--- src/rtl/beta_host_pkg.sv ---
// Shared definitions for the Beta host-side mau initiator: command op codes,
// response status codes, controller state encoding and read-latency bounds.
package beta_host_pkg;

    typedef enum logic [2:0] {
        OP_WR_IM   = 3'd0,
        OP_WR_DM   = 3'd1,
        OP_WR_RF   = 3'd2,
        OP_RD_IM   = 3'd3,
        OP_RD_DM   = 3'd4,
        OP_RD_RF   = 3'd5,
        OP_RUN     = 3'd6,
        OP_ILLEGAL = 3'd7
    } op_e;

    typedef enum logic [1:0] {
        ST_OK      = 2'b00,
        ST_HALTED  = 2'b01,
        ST_TIMEOUT = 2'b10,
        ST_ILLEGAL = 2'b11
    } status_e;

    typedef enum logic [2:0] {
        S_IDLE,
        S_ACCESS,
        S_RD_WAIT,
        S_RSP,
        S_RUN
    } state_e;

    localparam int unsigned READ_LAT_MIN = 1;
    localparam int unsigned READ_LAT_MAX = 4;

    function automatic logic is_write(input op_e op);
        return (op == OP_WR_IM) || (op == OP_WR_DM) || (op == OP_WR_RF);
    endfunction

endpackage

--- src/rtl/beta_run_timer.sv ---
// Saturating run-cycle counter with budget compare; start clears, active counts.
module beta_run_timer #(
    parameter int unsigned CNT_W = 32
) (
    input  logic             clk,
    input  logic             rst_n,
    input  logic             start,
    input  logic             active,
    input  logic [CNT_W-1:0] budget,
    output logic [CNT_W-1:0] count_next,
    output logic             expired
);

    logic [CNT_W-1:0] count;

    // count_next already includes the current active cycle, so the caller sees
    // the final count in the same cycle that it decides to stop.
    always_comb begin
        count_next = count;
        if (active && (count != '1))
            count_next = count + CNT_W'(1);
    end

    assign expired = active && (budget != '0) && (count_next == budget);

    always_ff @(posedge clk or negedge rst_n) begin
        if (!rst_n)
            count <= '0;
        else if (start)
            count <= '0;
        else
            count <= count_next;
    end

endmodule

--- src/rtl/beta_mau_host.sv ---
// Host-side initiator for the Beta CPU mau interface: command/response stream,
// memory/register access sequencing and budgeted RUN control.
// Optional feature: define BETA_HOST_WRCNT_EN to count CPU DM writes per RUN.
module beta_mau_host
    import beta_host_pkg::*;
#(
    parameter int unsigned READ_LAT = 1,
    parameter int unsigned CNT_W    = 32
) (
    input  logic        clk,
    input  logic        rst_n,
    input  logic        cmd_valid,
    output logic        cmd_ready,
    input  logic [2:0]  cmd_op,
    input  logic [31:0] cmd_addr,
    input  logic [31:0] cmd_data,
    output logic        rsp_valid,
    input  logic        rsp_ready,
    output logic [31:0] rsp_data,
    output logic [1:0]  rsp_status,
    output logic [31:0] mau_address_im,
    output logic [31:0] mau_address_dm,
    output logic [31:0] mau_address_rf,
    output logic [31:0] mau_write_data_im,
    output logic [31:0] mau_write_data_dm,
    output logic [31:0] mau_write_data_rf,
    output logic        mau_wren_im,
    output logic        mau_wren_dm,
    output logic        mau_wren_rf,
    input  logic [31:0] mau_read_data_im,
    input  logic [31:0] mau_read_data_dm,
    input  logic [31:0] mau_read_data_rf,
    output logic        alive,
    input  logic        halt,
    input  logic        exported_wren_dm,
    output logic [15:0] run_dm_writes
);

    localparam int unsigned LAT = (READ_LAT < READ_LAT_MIN) ? READ_LAT_MIN :
                                  (READ_LAT > READ_LAT_MAX) ? READ_LAT_MAX : READ_LAT;
    localparam logic [2:0] WAIT_INIT = 3'(LAT - 1);

    state_e      state;
    op_e         op_q;
    op_e         cmd_op_e;
    logic [31:0] data_q;
    logic [31:0] addr_r;
    logic [31:0] wdata_r;
    logic [2:0]  wait_cnt;
    logic [31:0] rd_sel;
    logic        accept;
    logic        run_start;
    logic [CNT_W-1:0] run_count;
    logic        run_expired;

    assign cmd_op_e  = op_e'(cmd_op);
    assign accept    = (state == S_IDLE) && cmd_valid && cmd_ready;
    assign run_start = accept && (cmd_op_e == OP_RUN);

    assign mau_address_im    = addr_r;
    assign mau_address_dm    = addr_r;
    assign mau_address_rf    = addr_r;
    assign mau_write_data_im = wdata_r;
    assign mau_write_data_dm = wdata_r;
    assign mau_write_data_rf = wdata_r;

    always_comb begin
        rd_sel = mau_read_data_rf;
        case (op_q)
            OP_RD_IM: rd_sel = mau_read_data_im;
            OP_RD_DM: rd_sel = mau_read_data_dm;
            default:  rd_sel = mau_read_data_rf;
        endcase
    end

    beta_run_timer #(.CNT_W(CNT_W)) u_timer (
        .clk        (clk),
        .rst_n      (rst_n),
        .start      (run_start),
        .active     (state == S_RUN),
        .budget     (CNT_W'(data_q)),
        .count_next (run_count),
        .expired    (run_expired)
    );

    always_ff @(posedge clk or negedge rst_n) begin
        if (!rst_n) begin
            state       <= S_IDLE;
            op_q        <= OP_WR_IM;
            data_q      <= '0;
            addr_r      <= '0;
            wdata_r     <= '0;
            mau_wren_im <= 1'b0;
            mau_wren_dm <= 1'b0;
            mau_wren_rf <= 1'b0;
            wait_cnt    <= '0;
            cmd_ready   <= 1'b0;
            rsp_valid   <= 1'b0;
            rsp_data    <= '0;
            rsp_status  <= ST_OK;
            alive       <= 1'b0;
        end else begin
            case (state)
                S_IDLE: begin
                    cmd_ready <= 1'b1;
                    if (accept) begin
                        cmd_ready <= 1'b0;
                        op_q      <= cmd_op_e;
                        data_q    <= cmd_data;
                        case (cmd_op_e)
                            OP_WR_IM, OP_WR_DM, OP_WR_RF: begin
                                addr_r      <= cmd_addr;
                                wdata_r     <= cmd_data;
                                mau_wren_im <= (cmd_op_e == OP_WR_IM);
                                mau_wren_dm <= (cmd_op_e == OP_WR_DM);
                                mau_wren_rf <= (cmd_op_e == OP_WR_RF);
                                state       <= S_ACCESS;
                            end
                            OP_RD_IM, OP_RD_DM, OP_RD_RF: begin
                                addr_r <= cmd_addr;
                                state  <= S_ACCESS;
                            end
                            OP_RUN: begin
                                alive <= 1'b1;
                                state <= S_RUN;
                            end
                            default: begin
                                rsp_valid  <= 1'b1;
                                rsp_data   <= '0;
                                rsp_status <= ST_ILLEGAL;
                                state      <= S_RSP;
                            end
                        endcase
                    end
                end
                // Strobes were raised at accept so they cover exactly this cycle.
                S_ACCESS: begin
                    mau_wren_im <= 1'b0;
                    mau_wren_dm <= 1'b0;
                    mau_wren_rf <= 1'b0;
                    wait_cnt    <= WAIT_INIT;
                    if (is_write(op_q)) begin
                        rsp_valid  <= 1'b1;
                        rsp_data   <= '0;
                        rsp_status <= ST_OK;
                        state      <= S_RSP;
                    end else begin
                        state <= S_RD_WAIT;
                    end
                end
                S_RD_WAIT: begin
                    if (wait_cnt != '0) begin
                        wait_cnt <= wait_cnt - 3'd1;
                    end else begin
                        rsp_valid  <= 1'b1;
                        rsp_data   <= rd_sel;
                        rsp_status <= ST_OK;
                        state      <= S_RSP;
                    end
                end
                S_RUN: begin
                    if (halt || run_expired) begin
                        alive      <= 1'b0;
                        rsp_valid  <= 1'b1;
                        rsp_data   <= 32'(run_count);
                        rsp_status <= halt ? ST_HALTED : ST_TIMEOUT;
                        state      <= S_RSP;
                    end
                end
                S_RSP: begin
                    if (rsp_ready) begin
                        rsp_valid <= 1'b0;
                        cmd_ready <= 1'b1;
                        state     <= S_IDLE;
                    end
                end
                default: state <= S_IDLE;
            endcase
        end
    end

`ifdef BETA_HOST_WRCNT_EN
    always_ff @(posedge clk or negedge rst_n) begin
        if (!rst_n)
            run_dm_writes <= '0;
        else if (run_start)
            run_dm_writes <= '0;
        else if (alive && exported_wren_dm && (run_dm_writes != '1))
            run_dm_writes <= run_dm_writes + 16'd1;
    end
`else
    logic unused_wren_dm;
    assign unused_wren_dm = exported_wren_dm;
    assign run_dm_writes  = '0;
`endif

endmodule

--- config.mk ---
export PLATFORM = sky130hd
export DESIGN_NAME = beta_mau_host
export DESIGN_NICKNAME = d
export VERILOG_FILES = /design/src/rtl/beta_host_pkg.sv /design/src/rtl/beta_run_timer.sv /design/src/rtl/beta_mau_host.sv
export SDC_FILE = /design/constraint.sdc
export NUM_CORES = 1
export LEC_CHECK = 0
export CAP_MARGIN = 5
export CORE_AREA = 3 3 173 175
export CTS_CLUSTER_SIZE = 14
export DETAILED_ROUTE_END_ITERATION = 16
export DIE_AREA = 0 0 176 178
export PLACE_DENSITY = 0.72
export SKIP_LAST_GASP = 1
export SLEW_MARGIN = 30
export SYNTH_ARGS = -nofsm -noshare
export SYNTH_HDL_FRONTEND = slang
export SYNTH_SLANG_ARGS = --single-unit
export TNS_END_PERCENT = 1
--- constraint.sdc ---
create_clock -name clk -period 5.3 [get_ports clk]
set_input_delay 0.53 -clock clk [delete_from_list [all_inputs] [get_ports clk]]
set_output_delay 0.53 -clock clk [all_outputs]
set_load 0.01 [all_outputs]
; Yosys cells after proc, flatten, opt, wreduce, memory -nomap -nowiden
; Cells that the tools add are included.
[word_totals]
inputBits = 169
ff_bits = 177
[classes]
addsub = 2
reduce_logical = 33
eq_ne = 25
mux = 48
[op_table]
columns = cell, count
row1 = two-way mux 32 bit, 7
row2 = case mux 32 bit (4 select lines), 1
row3 = case mux 32 bit (2 select lines), 1
row4 = adder 32 x 1 -> 32 bit (second input constant), 1
row5 = equality test 32 bit, 1
row6 = != test 32 bit (second input constant), 1
row7 = nonzero test 32 bit, 1
row8 = equality test 3 x 2 -> 1 bit (second input constant), 6
row9 = two-way mux 1 bit, 18
row10 = equality test 3 bit (second input constant), 5
row11 = two-way mux 3 bit, 5
row12 = case mux 3 bit (5 select lines), 1
row13 = != test 2 bit (second input constant), 7
row14 = two-way mux 2 bit, 6
row15 = case mux 3 bit (2 select lines), 2
row16 = case mux 1 bit (2 select lines), 5
row17 = equality test 3 x 1 -> 1 bit (second input constant), 3
row18 = zero test 3 bit, 3
row19 = AND reduction 3 bit, 3
row20 = case mux 2 bit (4 select lines), 1
row21 = AND reduction 4 bit, 2
row22 = nonzero test 2 bit, 4
row23 = AND reduction 7 bit, 1
row24 = OR reduction 7 bit, 1
row25 = other kinds (12), 22

; Longest topological paths before layout
; Gate-level depths: netlist of run 1.
[logic_depth]
depth_word = 8
mapped_depth = 14

; By module
; From an unflattened synthesis of run 1, not the netlist that was laid out.
[unflattened]
cells_unflattened = 1061
area_unflattened_um2 = 11115.7
[modules_own_cells]
columns = mod, seq_area_each_um2, area_per_inst_um2, cells_each, n_inst
row1 = beta_mau_host, 3628.5, 7972.6, 675, 1
row2 = beta_run_timer, 800.8, 3143.0, 386, 1

; Worst setup path after synthesis of run 1
; Ideal clock, no wire load.
[synth_timing]
path_kind = reg2reg
start = register state[0]
end = register rsp_data[22]
required_time_ns = 5.180
t_arrival_ns = 3.460
path_stages_with_launch = 14
setup_ns = 0.120
slack_ns = 1.720
path_buffers = 4
cell_sequence = dfrtp_1 > buf_6 > or3b_1 > buf_2 > or3_1 > buf_2 > nor3_1 > xor2_1 > a22o_1 > or4_1 > nor4_4 > clkbuf_1 > a31oi_1 > o211a_1
[synth_between]
elab_chain_cells = 8
elab_cells_between_ends = 21
classes_between = 9 x eq/ne / 3 x mux / 9 x reduce/logical
[synth_rtl]
columns = item, line_no
row1 = "start, declared", beta_mau_host.sv:43  ; state_e state;
row2 = "start signal, assigned", beta_mau_host.sv:88  ; state <= S_IDLE;
row3 = "start signal, assigned", beta_mau_host.sv:117  ; state <= S_ACCESS;
row4 = "start signal, assigned", beta_mau_host.sv:121  ; state <= S_ACCESS;
row5 = equality test 3 bit, "beta_mau_host.sv:80, beta_mau_host.sv:103"
row6 = logical AND 1 bit, beta_run_timer.sv:20  ; if (active && (count != '1))
row7 = two-way mux 32 bit, beta_run_timer.sv:20
row8 = equality test 32 bit, beta_run_timer.sv:24  ; assign expired = active && (budget != '0) && (count_next == budget);
row9 = logical AND 1 bit, beta_run_timer.sv:24
row10 = logical OR 1 bit, beta_mau_host.sv:162  ; if (halt || run_expired) begin
row11 = != test 2 bit (no source line), -
row12 = AND reduction 6 bit (no source line), -
row13 = "end signal, assigned", beta_mau_host.sv:156  ; rsp_data <= rd_sel;
row14 = "end signal, assigned", beta_mau_host.sv:165  ; rsp_data <= 32'(run_count);
row15 = "end, declared", beta_mau_host.sv:19  ; output logic [31:0] rsp_data,
; Parallel ways exist; a longest one is shown, timed or not. The select of a mux whose other input is x is not followed.
; A chain may end at the register's enable or synchronous reset.

; Final worst setup path of run 1
[layout_timing]
start = register state[2]
end = register state[2]
[layout_between]
elab_chain_cells = 8
elab_cells_between_ends = 19
classes_between = 9 x eq/ne / 2 x mux / 8 x reduce/logical
[layout_rtl]
columns = item, line_no
row1 = equality test 3 bit, "beta_mau_host.sv:80, beta_mau_host.sv:103"
row2 = logical AND 1 bit, beta_run_timer.sv:20
row3 = two-way mux 32 bit, beta_run_timer.sv:20
row4 = equality test 32 bit, beta_run_timer.sv:24
row5 = logical AND 1 bit, beta_run_timer.sv:24
row6 = logical OR 1 bit, beta_mau_host.sv:162
row7 = != test 2 bit (no source line), -
row8 = AND reduction 4 bit (no source line), -
; Parallel ways exist; a longest one is shown, timed or not.

==> results of run 1 <==
[cell usage after synthesis, types with 5 or more instances]
| cell | count | area share [%] |
|---|---|---|
| nor4_1 | 16 | 0.89 |
| nand4_1 | 22 | 1.2 |
| o22ai_1 | 30 | 1.7 |
| o221ai_1 | 32 | 2.5 |
| a31oi_1 | 37 | 2.0 |
| buf_1 | 8 | 0.27 |
| nand3_1 | 15 | 0.66 |
| buf_2 | 17 | 0.75 |
| and2_1 | 5 | 0.28 |
| nor3_1 | 27 | 1.2 |
| a41oi_1 | 7 | 0.54 |
| dfrtp_1 | 177 | 39 |
| and3_1 | 5 | 0.28 |
| nand2b_1 | 11 | 0.61 |
| clkbuf_1 | 55 | 1.8 |
| or4_1 | 34 | 2.3 |
| buf_4 | 149 | 9.9 |
| o21ai_0 | 24 | 1.1 |
| xnor2_1 | 34 | 2.6 |
| o211a_1 | 34 | 3.0 |
| inv_1 | 14 | 0.46 |
| a21oi_1 | 21 | 0.93 |
| nand2_1 | 128 | 4.3 |
| nor2_1 | 153 | 5.1 |
| xor2_1 | 15 | 1.2 |
| mux2_2 | 66 | 6.6 |
| nor2b_1 | 7 | 0.39 |
| or3_1 | 7 | 0.39 |
[area by class of cell]
cell class / count / area (um^2)
well taps: 384 / 480
clock buffers: 17 / 425
fillers: 2556 / 13400
flip-flops and latches: 177 / 4430
inverters: 14 / 52.6
repair buffers: 420 / 4180
multi-input cells: 836 / 5430
clock inverters: 15 / 189
[kinds of logic (layout without fill, tap and decap cells)]
family	count (synthesis)	count (layout)	share of synthesized area [%]
other cells	1	16	0.0332
mux	68	68	6.75
flops	177	177	39.2
fa+ha+maj	3	3	0.332
compound gates	233	233	15.4
xor+xnor	51	51	4.22
simple gates	465	465	20.6
buf+inv	246	466	13.5
[flip-flops by register name (all words and copies together), names as in the netlist, 2 cells and up]
name               cells
u_timer.count         32
wait_cnt               3
rsp_status             2
state                  3
mau_address_dm        32
data_q                32
op_q                   3
rsp_data              32
mau_write_data_dm     32
[power by group through the flow]
stage / registers [W] / logic, W / clock network (W)
3_3_place_gp: 0.00287 / 0.00523 / 0
2_1_floorplan: 0.00275 / 0.00332 / 0
5_1_grt: 0.00299 / 0.00572 / 0.00141
6_report: 0.00289 / 0.00532 / 0.00134
3_5_place_dp: 0.00291 / 0.00532 / 0
4_1_cts: 0.00288 / 0.00535 / 0.00136
[path summary, 6_finish.rpt]
| check | startpoint | endpoint | slack [ns] | cells after the start |
|---|---|---|---|---|
| min reg2reg | wait_cnt[0]$_DFFE_PN0P_ | wait_cnt[0]$_DFFE_PN0P_ | 0.51 | 1 |
| min | rst_n | wait_cnt[2]$_DFFE_PN0P_ | 0.04 | 1 |
| max reg2reg | state[2]$_DFFE_PN0P_ | state[2]$_DFFE_PN0P_ | 0.96 | 10 |
| min in group clk | wait_cnt[0]$_DFFE_PN0P_ | wait_cnt[0]$_DFFE_PN0P_ | 0.51 | 1 |
| max | state[2]$_DFFE_PN0P_ | state[2]$_DFFE_PN0P_ | 0.96 | 10 |
| max in group asynchronous | rst_n | mau_address_dm[14]$_DFFE_PN0P_ | 3.99 | 2 |
[worst max-delay path, delay by kind of cell (launching register included)]
family	cells	cell delay [ns]
and+or+nand+nor	6	2.69
DFF	1	0.58
buffers and inverters	1	0.43
AOI/OAI and AO/OA	2	0.40
xor gates and xnor gates	1	0.11
[stage by stage]
step	hold WS (ns)	util (%)	power [W]
global route	0.0763	53.0	0.0101
CTS	0.0676	53.0	0.00959
floorplan	0.234	-	0.00607
finish	0.0393	53.0	0.00954
detailed placement	0.499	50.9	0.00823
global placement	0.483	50.9	0.00810
[layer usage]
layer	wire length, um	vias up	share of wire [%]
li1	-	4762	-
met5	0	-	0
met2	19300	441	52
met4	1270	0	3.4
met1	14700	5070	39
met3	1970	76	5.3
==> metrics.yaml, run 1 <==
run_status:
  status: "completed"
floorplanning:
  fp.dieW_um: 176
  die_h_um: 178
  core-area_um2: 28600
  initial_core_util_pct: 39.5
  fp-row-count: 62
  ios: 417
  dieArea_um2: 31300
setup_path:
  critPathLaunchType: "flip-flop"
  cp.arrival_ns: 4.67
  cp_max_fo: 34
  crit_required_ns: 5.63
  critPathSlowestCell: "or3b_2"
  critPathKind: "flip-flop to flip-flop"
  cp_cell_sequence: "or3b_2 > or3_1 > nor3_1 > xor2_1 > a22o_1 > or4_1 > nor4_4 > buf_4 > a211oi_2 > or2_1"
  critPathMaxStageDelay_ns: 0.68
  crit_path_end_kind: "flip-flop"
logic_synthesis:
  synthDistinctLibCells: 73
  async_reset_ff_share_pct: 100
  synth_top_flop_cell: "dfrtp_1"
  avgSynthCellArea_um2: 9.09
  synthCells: 1244
  yosysSeqAreaShare_pct: 39.2
  synth_warnings: 0
  synth-seq-cells: 177
  synthesis.area_um2: 11300
  synth-edff-count: 0
power_and_ir_drop:
  combPwrFrac_pct: 55.7
  p_clk_share_pct: 14.0
  net-switching-power_w: 0.00396
  power.density_nw_per_um2: 629
  ir_drop_mv: 0.313
  intPower_w: 0.00558
  power_leakage_nw: 6.22
  sw_frac_of_total_pct: 41.5
  pwr-share-seq_pct: 30.3
clocking:
  clock_path_buffers: 2
  cts_buffers: 17
  clkSlewWorstSetupHoldPaths_ns: 0.08
  post_cts_buffers: 0
  cts_tree: "done"
  cts_max_level: 4
  cts_hold_buf: 0
  cts_resized: 0
  cts_root_buf: "clkbuf_16"
  cts.sinks: 177
  clkLatencyLatePin_ns: 0.44
sta:
  max-slew-margin-rel_pct: 40.6
  hold_viol: 0
  rsz0062_at_grt: "no"
  final-setup-viol-count: 0
  final_max_slew_viol_count: 0
  period_share_pct: 81.9
  clock.fmax_mhz: 230
  finalCriticalPeriod_ns: 4.34
  tns_ns: 0
  worst_pin_slew_ns: 0.891
  finalWorstSetupSlack_ns: 0.958
  skew_ns: 0.0200
placed_design:
  dp_hpwl_um: 27900
  placed_cell_area_um2: 14600
  place_inst: 1831
  preCtsSetupSlack_ns: 1.02
  port_buffers: 399
  gp_congestion: 0.973
layout:
  diodes: 0
  stdcell_area_um2: 15200
  final_common_cell: "clkdlybuf4s50_1"
  final_cell_mix: "clkdlybuf4s50_1 (398), dfrtp_1 (177), nor2_1 (153)"
  fin_nets: 1638
  area_growth_pct: 34.3
  stdcell_count: 1863
  drive_above_1_share_pct: 9.87
global_route:
  grt_antenna_before_repair: 0
  grt_pass1_vias: 9802
  globalRouteOverflowTotal: 0
  grt_util_met2_pct: 40.7
  gr-usage-met1_pct: 28.1
  grt_usage_pct: 22.8
  grt_max_degree: 68
  busiest_layer: "met2"
  grt_util_met3_pct: 3.19
  grt_pass1_wl_um: 56400
detailed_routing:
  postRouteAntennaNets: 0
  wirelength_um: 37300
  avgViaCountPerCell: 5.56
  drc: 0
  drt_iter0_drc: 703
  dr_total_vias: 10300
  detail_route.wl_per_cell_um: 20.0
  drtPass1Iterations: 5
min_path:
  hold_class: "input port to async pin"
job:
  drv_cap: 0
(Power assumes the default switching activity.)
==> run 2: changes to the inputs <==
- clock period: 5.3 -> 4 ns (I/O delays scaled with it)
==> run 2 against run 1 <==
  * Count of clock-buffer cells in the layout is the same
  * Critical path depth unchanged
  * Die area stayed put
  * Clock power rose by 28%
  * Hold slack gained 0.46 ns
  * Highest routed layer unchanged
  * Largest cell class unchanged
  * Critical endpoint unchanged
  * Final cell count increased by 3.0%
  * Sequential power rose by 29%
  * Utilization grew 1.8 points
  * First-iteration DRC count is 1.3% lower
==> metrics.yaml, run 2 (same netlist as run 1, synthesis figures left out) <==
detailed_routing:
  avgViaCountPerCell: 5.52  # -0.71%
  wirelength_um: 38000  # +2.0%
  postRouteAntennaNets: 0  # unchanged
  dr_total_vias: 10600  # +2.3%
  drtPass1Iterations: 5  # unchanged
  drt_iter0_drc: 694  # -1.3%
  detail_route.wl_per_cell_um: 19.8  # -0.97%
  drc: 0  # unchanged
global_route:
  busiest_layer: "met2"
  grt_util_met3_pct: 3.53  # +0.34 points
  grt_pass1_vias: 10300  # +5.2%
  globalRouteOverflowTotal: 0  # unchanged
  grt_max_degree: 78  # +15%
  grt_util_met2_pct: 42.3  # +1.6 points
  grt_usage_pct: 23.4  # +0.58 points
  gr-usage-met1_pct: 28.2  # +0.13 points
  grt_pass1_wl_um: 57700  # +2.2%
  grt_antenna_before_repair: 0  # unchanged
clocking:
  clock_path_buffers: 2  # unchanged
  clkSlewWorstSetupHoldPaths_ns: 0.08  # about the same
  cts_tree: "done"
  cts_root_buf: "clkbuf_16"
  cts_buffers: 17  # unchanged
  post_cts_buffers: 0  # unchanged
  cts_max_level: 4  # unchanged
  cts.sinks: 177  # unchanged
  clkLatencyLatePin_ns: 0.44  # about the same
job:
  drv_cap: 0  # unchanged
layout:
  drive_above_1_share_pct: 13.2  # +3.4 points
  fin_nets: 1694  # +3.4%
  diodes: 0  # unchanged
  final_common_cell: "clkdlybuf4s50_1"
  area_growth_pct: 38.8
  fill_cells: 2547  # -0.35%
  final_cell_mix: "clkdlybuf4s50_1 (398), dfrtp_1 (177), nor2_1 (153)"
  stdcell_count: 1919  # +3.0%
  stdcell_area_um2: 15700  # +3.3%
placed_design:
  gp_congestion: 0.965  # -0.81%
  placed_cell_area_um2: 15100  # +3.3%
  dp_hpwl_um: 29300  # +5.0%
  port_buffers: 399  # unchanged
  place_inst: 1886  # +3.0%
setup_path:
  rrSetupSlack_ns: 0.1  # -0.86 ns
  critPathKind: "flip-flop to flip-flop"
  regToRegStartpoint: "state[0]$_DFFE_PN0P_"
  cp.arrival_ns: 4.23  # -0.44 ns
  crit_required_ns: 4.33  # -1.30 ns
  critPathLaunchType: "flip-flop"
  crit_path_end_kind: "flip-flop"
  cp_max_fo: 16  # -53%
  r2r_end: "state[2]$_DFFE_PN0P_"
  reg2reg_depth: 10  # unchanged
sta:
  clock.fmax_mhz: 256  # +11%
  period_share_pct: 97.6  # +16 points
  rsz0062_at_grt: "yes"
  max-slew-margin-rel_pct: 46.6  # +6.0 points
  fin_hold_ws_ns: 0.498  # +0.459 ns
  final_max_slew_viol_count: 0  # unchanged
  skew_ns: 0.0157  # -0.00430 ns
  hold_viol: 0  # unchanged
  worst_pin_slew_ns: 0.793  # -0.0982 ns
  final-setup-viol-count: 0  # unchanged
  finalCriticalPeriod_ns: 3.90  # -0.439 ns
floorplanning:
  initial_core_util_pct: 39.5  # unchanged
  ios: 417  # unchanged
  core-area_um2: 28600  # unchanged
  dieArea_um2: 31300  # unchanged
  fp.dieW_um: 176  # unchanged
  fp-row-count: 62  # unchanged
  die_h_um: 178  # unchanged
min_path:
  whs_path_depth: 1
  min_from: "wait_cnt[0]$_DFFE_PN0P_"
  hold_path_end: "wait_cnt[0]$_DFFE_PN0P_"
  hold_class: "flip-flop to flip-flop"
run_status:
  status: "completed"
power_and_ir_drop:
  power.density_nw_per_um2: 814  # +30%
  ir_drop_mv: 0.368  # +18%
  power_leakage_nw: 6.50  # +4.5%
## run 2: changes by cell type in the layout (fill, tap and decap cells not counted), sizes merged
cell and delta:
buf +55, clkinvlp +3, clkinv -2, bufinv -1
dlygate4sd3 +1
## run 2: critical path, cell delays in order, from the launching register on
cell and delay, ns:
dfrtp_1 0.38, or3b_2 0.61, or4_1 0.59, a31oi_2 0.24, a31oi_1 0.22, a2111oi_0 0.45, o2111ai_1 0.29, nor4_4 0.40
buf_12 0.21, a211oi_2 0.14, or2_1 0.25
## run 2: routing by layer
metal / vias to the layer above / part of all wire [%]
li1: 4896 / -
met1: 5148 / 38
met2: 469 / 52
met3: 71 / 6.2
met4: 0 / 3.5
met5: - / 0
## run 2: area by class of cell
type	count	area, um^2	area share [%]
Inverter	14	52.6	0.335
Tap cell	384	480	3.06
Timing Repair Buffer	476	4680	29.8
Multi-Input combinational cell	836	5450	34.8
Clock buffer	17	425	2.71
Clock inverter	15	168	1.07
Sequential cell	177	4430	28.2
## run 2: worst max path at each step
stage               slack, ns                        to                       start
floorplan                0.42  rsp_data[22]$_DFFE_PN0P_        state[0]$_DFFE_PN0P_
global placement         0.13      state[2]$_DFFE_PN0P_        state[0]$_DFFE_PN0P_
detailed placement       0.09      state[2]$_DFFE_PN0P_        state[0]$_DFFE_PN0P_
CTS                      0.06      state[2]$_DFFE_PN0P_        state[0]$_DFFE_PN0P_
global route           -0.009      state[2]$_DFFE_PN0P_  u_timer.count[0]$_DFF_PN0_
finish                    0.1      state[2]$_DFFE_PN0P_        state[0]$_DFFE_PN0P_
## run 2: where the power goes
group          leakage (nW)  switching (W)  internal (W)
clock                 0.279       0.000818      0.000891
sequential             2.14        0.00104       0.00268
combinational          4.08        0.00344       0.00390
## run 2: stage by stage
stage / setup WS, ns / setup TNS [ns] / power, W / utilization (%)
final: 0.0973 / 0 / 0.0128 / 54.8
after global routing: -0.00859 / -0.00859 / 0.0136 / 54.8
after CTS: 0.0628 / 0 / 0.0128 / 54.7
after detailed placement: 0.0935 / 0 / 0.0111 / 52.6
after global placement: 0.130 / 0 / 0.0109 / 52.6
after floorplan: 0.420 / 0 / 0.00804 / -
## run 2: repair_timing
| item | 4_1_cts | 5_1_grt |
|---|---|---|
| hold buffers | 1 | 0 |
| endpoints found under the hold margin | 33 | 0 |
| resized for setup | 0 | 3 |
| setup endpoints to repair | 0 | 31 |
==> run 3: changes to the inputs <==
--- a/config.mk
+++ b/config.mk
@@ -8,6 +8,6 @@
 export CAP_MARGIN = 5
-export CORE_AREA = 3 3 173 175
+export CORE_AREA = 2 2 172 174
 export CTS_CLUSTER_SIZE = 14
 export DETAILED_ROUTE_END_ITERATION = 16
-export DIE_AREA = 0 0 176 178
+export DIE_AREA = 0 0 174 176
 export PLACE_DENSITY = 0.72
==> constraint.sdc (replaced) <==
create_clock -name clk -period 4 [get_ports clk]
set_input_delay 1 -clock clk [delete_from_list [all_inputs] [get_ports clk]]
set_output_delay 1 -clock clk [all_outputs]
set_load 0.01 [all_outputs]
==> run 3 against run 2 <==
  * First-iteration DRC count decreased by 1.3%
  * Count of clock-buffer cells in the layout increased by 1
  * Flip-flop and latch count unchanged
  * Clock skew decreased by 0.0043 ns
  * Global-route usage increased by 0.45 points
  * Sequential power about the same
  * Largest power group unchanged
==> metrics.yaml, run 3 (same netlist as run 1, synthesis figures left out) <==
global_route:
  grt_max_degree: 92  # +18%
  globalRouteOverflowTotal: 0  # unchanged
  grt_antenna_before_repair: 0  # unchanged
  grt_pass1_wl_um: 57900  # +0.41%
  grt_usage_pct: 23.8  # +0.45 points
  grt_pass1_vias: 10300  # -0.38%
setup_path:
  crit_required_ns: 4.32  # about the same
  regToRegStartpoint: "state[0]$_DFFE_PN0P_"
  critPathLaunchType: "flip-flop"
  critPathKind: "flip-flop to flip-flop"
  critPathCapture: "state[2]$_DFFE_PN0P_"
  critPathMaxStageDelay_ns: 0.66  # +0.05 ns
  path_depth: 10  # unchanged
  cp_top_family: "simple AND/OR/NAND/NOR gates"
  critPathSlowestCell: "or3b_2"
  cp.arrival_ns: 4.19  # -0.04 ns
  critPathLaunch: "state[0]$_DFFE_PN0P_"
  crit_path_end_kind: "flip-flop"
  reg2reg_depth: 10  # unchanged
  cp_cell_sequence: "or3b_2 > or4_1 > a31oi_2 > a31oi_1 > a2111oi_1 > o2111ai_1 > nor4_4 > buf_12 > a211oi_2 > or2_1"
  path_buf_inv: 1  # unchanged
  rrSetupSlack_ns: 0.13  # +0.04 ns
  r2r_end: "state[2]$_DFFE_PN0P_"
  cp_max_fo: 16  # unchanged
layout:
  fin_nets: 1681  # -0.77%
  final_util_pct: 54.6  # -0.18 points
  area_growth_pct: 38.0
  diodes: 0  # unchanged
  stdcell_area_um2: 15600  # -0.61%
  drive_above_1_share_pct: 12.4  # -0.81 points
  final_cell_mix: "clkdlybuf4s50_1 (398), dfrtp_1 (177), nor2_1 (153)"
  final_common_cell: "clkdlybuf4s50_1"
sta:
  hold_viol: 0  # unchanged
  clock.fmax_mhz: 259  # +0.95%
  final_max_slew_viol_count: 0  # unchanged
  final-setup-viol-count: 0  # unchanged
  finalCriticalPeriod_ns: 3.87  # -0.0369 ns
  period_share_pct: 96.6  # -0.92 points
  max-slew-margin-rel_pct: 39.8  # -6.8 points
  tns_ns: 0  # unchanged
  skew_ns: 0.0114  # -0.00428 ns
  worst_pin_slew_ns: 0.901  # +0.108 ns
  rsz0062_at_grt: "yes"
clocking:
  post_cts_buffers: 0  # unchanged
  clkSlewWorstSetupHoldPaths_ns: 0.08  # about the same
  cts_root_buf: "clkbuf_16"
  clkLatencyLatePin_ns: 0.44  # about the same
  cts_max_level: 4  # unchanged
  cts_tree: "done"
  clock_path_buffers: 2  # unchanged
  cts_buffers: 17  # unchanged
  cts.sinks: 177  # unchanged
job:
  drv_cap: 0  # unchanged
floorplanning:
  initial_core_util_pct: 39.6  # +0.11 points
  fp.dieW_um: 174  # -1.1%
  fp-row-count: 62  # unchanged
  ios: 417  # unchanged
  dieArea_um2: 30600  # -2.2%
  die_h_um: 176  # -1.1%
  core-area_um2: 28500  # -0.27%
detailed_routing:
  postRouteAntennaNets: 0  # unchanged
  detail_route.wl_per_cell_um: 19.7  # -0.76%
  drtPass1Iterations: 7  # +2
  avgViaCountPerCell: 5.46  # -1.1%
  drc: 0  # unchanged
  dr_total_vias: 10400  # -1.8%
  drt_iter0_drc: 685  # -1.3%
  wirelength_um: 37500  # -1.4%
power_and_ir_drop:
  pwr-share-seq_pct: 29.4  # +0.3 points
  net-switching-power_w: 0.00527  # -0.70%
  combPwrFrac_pct: 57.0  # -0.5 points
  intPower_w: 0.00751  # +0.59%
  p_clk_share_pct: 13.6  # +0.2 points
  power_leakage_nw: 6.46  # -0.69%
  power.density_nw_per_um2: 819  # +0.66%
  ir_drop_mv: 0.376  # +2.3%
  sw_frac_of_total_pct: 41.2  # -0.31 points
run_status:
  status: "completed"
min_path:
  hold_class: "flip-flop to flip-flop"
placed_design:
  port_buffers: 399  # unchanged
  gp_congestion: 1.00  # +3.6%
  placed_cell_area_um2: 15000  # -0.46%
  dp_hpwl_um: 28800  # -1.6%
-- run 3: cell count changes in the layout (fill, tap and decap cells not counted), moves of 3 or more --
| cell | delta |
|---|---|
| inv_8 | -4 |
| buf_4 | -13 |
| clkinvlp_4 | -3 |
| inv_6 | +3 |
-- run 3: repair_timing --
item / 4_1_cts / 5_1_grt
setup endpoints to repair: 0 / 32
hold buffers: 0 / 0
resized for setup: 0 / 2
-- run 3: through the flow --
step                worst slack (ns)  std cells  power (W)  hold WS, ns
detailed placement             0.146       1874     0.0111        0.491
CTS                            0.125       1906     0.0128        0.508
global placement               0.184       1874     0.0109        0.482
finish                         0.134       1906     0.0128        0.506
floorplan                      0.420       1259    0.00804        0.461
global route                -0.00972       1906     0.0136        0.537
-- run 3: area by class of cell --
type                    count  area [um^2]
well taps                 384          480
clock buffers              18          429
inverters                  14         52.6
repair buffers            463         4590
flip-flops and latches    177         4430
fillers                  2625        13000
multi-input cells         836         5440
clock inverters            14          170
-- run 3: power by group through the flow --
| stage | combinational, W | clock, W | sequential, W |
|---|---|---|---|
| final | 0.00729 | 0.00174 | 0.00375 |
| after global routing | 0.00781 | 0.00185 | 0.00389 |
| after CTS | 0.00731 | 0.00178 | 0.00375 |
| after detailed placement | 0.00729 | 0 | 0.00377 |
| after global placement | 0.00717 | 0 | 0.00374 |
| after floorplan | 0.00439 | 0 | 0.00364 |
-- run 3: per-layer routing --
metal  track usage (%)  routed length (um)
met5                 0                   0
met1              28.3               14600
met3              3.73                2100
met4              8.19                1090
met2              43.8               19700
-- run 3: worst min-delay path by stage --
stage	end	cells past startpoint	start
floorplan	wait_cnt[0]$_DFFE_PN0P_	1	wait_cnt[0]$_DFFE_PN0P_
global placement	wait_cnt[0]$_DFFE_PN0P_	1	wait_cnt[0]$_DFFE_PN0P_
detailed placement	op_q[0]$_DFFE_PN0P_	2	op_q[0]$_DFFE_PN0P_
CTS	op_q[0]$_DFFE_PN0P_	2	op_q[0]$_DFFE_PN0P_
global route	mau_wren_rf$_DFFE_PN0P_	1	mau_wren_rf$_DFFE_PN0P_
finish	wait_cnt[0]$_DFFE_PN0P_	1	wait_cnt[0]$_DFFE_PN0P_
